`config.mk`:
```
export PLATFORM = sky130hd
export DESIGN_NAME = max_finder
export DESIGN_NICKNAME = d
export VERILOG_FILES = /design/src/rtl/max_finder_pkg.sv /design/src/rtl/max_compare.sv /design/src/rtl/max_finder.sv
export SDC_FILE = /design/constraint.sdc
export NUM_CORES = 1
export LEC_CHECK = 0
export ABC_AREA = 1
export CAP_MARGIN = 30
export CORE_UTILIZATION = 29
export CTS_BUF_LIST = sky130_fd_sc_hd__clkbuf_16
export DETAILED_ROUTE_END_ITERATION = 7
export HOLD_SLACK_MARGIN = 0.1
export PLACE_DENSITY = 0.71
export SYNTH_ARGS = -nofsm -noshare
export SYNTH_HDL_FRONTEND = slang
export SYNTH_SLANG_ARGS = --single-unit
```
`constraint.sdc`:
```
create_clock -name clk -period 5.2 [get_ports clk]
set_input_delay 1.04 -clock clk [delete_from_list [all_inputs] [get_ports clk]]
set_output_delay 1.04 -clock clk [all_outputs]
set_load 0.05 [all_outputs]
```
`src/rtl/max_finder_pkg.sv`:
```
// Shared memory map and FSM state encoding for the max_finder accelerator.
// The testbench imports the same encoding to decode state.
package max_finder_pkg;

   localparam logic [31:0] WORD_BYTES        = 32'd4;
   localparam logic [31:0] MAX_ADDR          = 32'd2000;
   localparam logic [31:0] INDEX_ADDR        = MAX_ADDR + WORD_BYTES;
   localparam logic [31:0] DEFAULT_BASE_ADDR = 32'd1000;

   typedef enum logic [2:0] {
      S_IDLE   = 3'd0,
      S_READ   = 3'd1,
      S_WR_MAX = 3'd2,
      S_WR_IDX = 3'd3,
      S_DONE   = 3'd4
   } state_t;

endpackage

```
`src/rtl/max_compare.sv`:
```
// Signed 32-bit greater-than. Update-enable is forced on the first element,
// so the first sample always seeds the running max.
module max_compare (
   input  logic [31:0] candidate,
   input  logic [31:0] current,
   input  logic        first,
   output logic        update
);

   assign update = first | ($signed(candidate) > $signed(current));

endmodule

```
`src/rtl/max_finder.sv`:
```
// Memory-scanning max finder: reads COUNT words from BASE_ADDR and writes the
// first-occurrence signed maximum and its index back to the memory map.
module max_finder
   import max_finder_pkg::*;
#(
   parameter logic [31:0] BASE_ADDR = DEFAULT_BASE_ADDR,
   parameter int unsigned COUNT     = 20
) (
   input  logic        clk,
   input  logic        rst,
   input  logic        start,
   output logic        busy,
   output logic        done,
   output logic [31:0] max,
   output logic [31:0] max_index,
   output logic [31:0] address,
   output logic [31:0] write_data,
   output logic        mem_read,
   output logic        mem_write,
   input  logic [31:0] read_data
);

   localparam int unsigned IW = $clog2(COUNT + 1);

   state_t        state;
   state_t        state_next;
   logic [IW-1:0] idx;
   logic          last;
   logic          update;

   assign last = (idx == IW'(COUNT - 1));

   max_compare u_cmp (
      .candidate (read_data),
      .current   (max),
      .first     (idx == '0),
      .update    (update)
   );

   always_ff @(posedge clk or posedge rst) begin
      if (rst) state <= S_IDLE;
      else     state <= state_next;
   end

   always_ff @(posedge clk or posedge rst) begin
      if (rst) begin
         idx       <= '0;
         max       <= '0;
         max_index <= '0;
      end else begin
         case (state)
            S_IDLE: if (start) idx <= '0;
            S_READ: begin
               idx <= idx + IW'(1);
               if (update) begin
                  max       <= read_data;
                  max_index <= 32'(idx);
               end
            end
            default: ;
         endcase
      end
   end

   // Strobes decode from state alone, so an async reset drops them before the edge.
   always_comb begin
      state_next = state;
      busy       = 1'b1;
      done       = 1'b0;
      address    = '0;
      write_data = '0;
      mem_read   = 1'b0;
      mem_write  = 1'b0;
      case (state)
         S_IDLE: begin
            busy = 1'b0;
            if (start) state_next = S_READ;
         end
         S_READ: begin
            address  = BASE_ADDR + WORD_BYTES * 32'(idx);
            mem_read = 1'b1;
            if (last) state_next = S_WR_MAX;
         end
         S_WR_MAX: begin
            address    = MAX_ADDR;
            write_data = max;
            mem_write  = 1'b1;
            state_next = S_WR_IDX;
         end
         S_WR_IDX: begin
            address    = INDEX_ADDR;
            write_data = max_index;
            mem_write  = 1'b1;
            state_next = S_DONE;
         end
         S_DONE: begin
            done       = 1'b1;
            state_next = S_IDLE;
         end
         default: state_next = S_IDLE;
      endcase
   end

endmodule

```
==> out/summary.txt <==
Antenna-violating nets left - 0
Root buffer cell - clkbuf_16
Core Area - 0.01211 mm²
Clock skew - 0.01036 ns
GR Util met2 - 23.92%
RePlAce Congestion - 0.8255
Worst hold stages - 1
DP HPWL - 7057 µm
Hold_sp - state[0]
Total setup buffers inserted after CTS - 0
DRC violations left - 0
Layout area overhead - 34.19%
DR vias - 3142
Yosys cell types - 32
Initial Util - 30.06%
Most frequent cells in the layout - nand2_1 (127), clkdlybuf4s50_1 (116), inv_1 (50), conb_1 (50)
Avg WL per Cell - 12.31 µm
PostCTS Resize Cnt - 0
YS warnings - 0
CTS Buffer Depth - 2
Setup_tns - 0 ns
Drt total wl - 9195 µm
Fin crit period - 3.977 ns
Gr usage total - 14.41%
Post-Syn Area - 0.003641 mm²
Syn Inst Count - 468
CTS buffer count - 5
Die Height - 114.1 µm
Die area - 0.01301 mm²
Final Hold Viols - 0
Final Setup Violations - 0
RR Endpoint - max[22]
FMAX - 251.5 MHz
Buffers on Ports - 116
Worst EP arrival - 2.94 ns
Number of global-route vias before repair - 3074
Storage cell area - 0.001126 mm²
Final period util - 76.47%
Site row count - 40
Clock sinks - 45
Post-synth EDFFs - 0
Synth Area per Inst - 7.780 µm²
Initial antenna violation count - 0
Worst-path fanout max - 18
Synth Register Bits - 45
Worst reg2reg setup slack - 2.43 ns
Worst-path clk slew - 0.07 ns
Share of layout cells above drive strength 1 - 8.981%
R2R depth - 12
Most common cell after layout, fill and taps aside - nand2_1
CTS H-tree lvls - 2
HP Class - flop to flop
DR iter-0 viols - 110
Worst path required time - 4.16 ns
Most used DFF post-synth - dfrtp_1
Final net count - 649
RSZ-0062 raised after global routing - false
Grt total ovfl - 0
GR Util met1 - 19.27%
Max_slew headroom - 56.99%
Ant diodes - 0
Actual slew at the worst max-slew pin - 0.6445 ns
Setup Crit Path Kind - flop to output port
RR Startpoint - max[31]
TritonCTS clock tree - done
Clk_lat worst skew - 0.29 ns
Slew Viols, Final - 0
Critical Path Sink Type - output port
Area occupied by multi-input gates - 0.001976 mm²
Die Width - 114.1 µm
Fillcell total - 1281
Status - finished, final reports clean
Max-Cap Viols - 0
M3 GR Usage - 2.859%
Post-CTS Hold Buffers - 0
Worst Hold End - state[0]
Sequential-to-total area share from yosys stat - 30.93%
Asr flop ratio synth - 100.0%
I/O pins - 167
Largest net degree at the start of global routing - 38
Busiest grt layer - met2
Vias/cell - 4.206
DR pass1 iterations - 4
First-pass GRT wire length - 14900 µm
Startpoint Class - flop
## worst max-delay path: stages, from the launching register on
cell and delay, ns:
dfrtp_1 0.41, nor2_1 0.26, nand2_1 0.42, buf_4 0.37, nand2_1 0.11, inv_1 0.08
o21ai_0 0.13, clkdlybuf4s50_1 0.86
## synthesized netlist by cell type (3+ instances only)
cell        n  area, µm²
dfrtp_1    45       1126
nand3_2    31      310.3
clkbuf_1    5      18.77
inv_1      51      191.4
clkbuf_4    3      22.52
buf_6       4      45.04
o21ai_0    14      70.07
nand2_1   127      476.7
a21oi_1    19      95.09
buf_12      3      60.06
nor2_1     45      168.9
ha_1       36      450.4
nand3_1    12      60.06
buf_4      51      382.9
## layout make-up
cell class                      instances  share of cell area [%]
Timing Repair Buffer                  120                   24.63
Clock buffer                            5                   2.561
Inverter                               53                   4.072
Multi-Input combinational cell        353                   40.44
Sequential cell                        45                   23.05
Clock inverter                          3                  0.9475
Tap cell                              168                   4.302
## sequential cells by signal, summed over array words and instances, names as in the netlist
signal,flops
idx,5
max,32
max_index,5
state,3
## how the worst max path moves through the flow
| stage | from | end | cells past startpoint |
|---|---|---|---|
| final | state[2] | address[9] | 7 |
| after floorplan | state[2] | address[9] | 6 |
| after global placement | read_data[31] | max[13] | 12 |
| after CTS | state[2] | address[9] | 7 |
| after global routing | state[2] | address[9] | 7 |
| after detailed placement | read_data[31] | max[8] | 12 |
## metal layers
layer  vias up  part of all wire, %
met5         -                    0
met4         0                 0.58
met3         4                  6.3
met2       110                   47
met1      1434                   47
li1       1594                    -
## metrics by stage
| stage | instance area, µm² | hold slack, ns | utilization (%) | instances | worst slack [ns] |
|---|---|---|---|---|---|
| 2_1_floorplan | 3825 | 0.4642 | - | 517 | 1.719 |
| 3_3_place_gp | 4695 | 0.4926 | 38.76 | 738 | 1.343 |
| 3_5_place_dp | 4715 | 0.5077 | 38.93 | 739 | 1.333 |
| 4_1_cts | 4886 | 0.5202 | 40.34 | 747 | 1.172 |
| 5_1_grt | 4886 | 0.5366 | 40.34 | 747 | 1.003 |
| 6_report | 4886 | 0.5146 | 40.34 | 747 | 1.223 |
## kinds of logic (layout without fill, tap and decap cells)
| kind of cell | after synthesis | count (layout) | share of synthesized area (%) |
|---|---|---|---|
| other | 1 | 50 | 0.1030 |
| AOI/OAI and AO/OA | 43 | 43 | 6.667 |
| DFF | 45 | 45 | 30.93 |
| and+or+nand+nor | 224 | 224 | 29.93 |
| adders and majority gates | 36 | 36 | 12.37 |
| buffers and inverters | 119 | 181 | 20.00 |
Power is not shown: default switching activity piles up to over one toggle a cycle in this logic, so the estimate is an artifact.
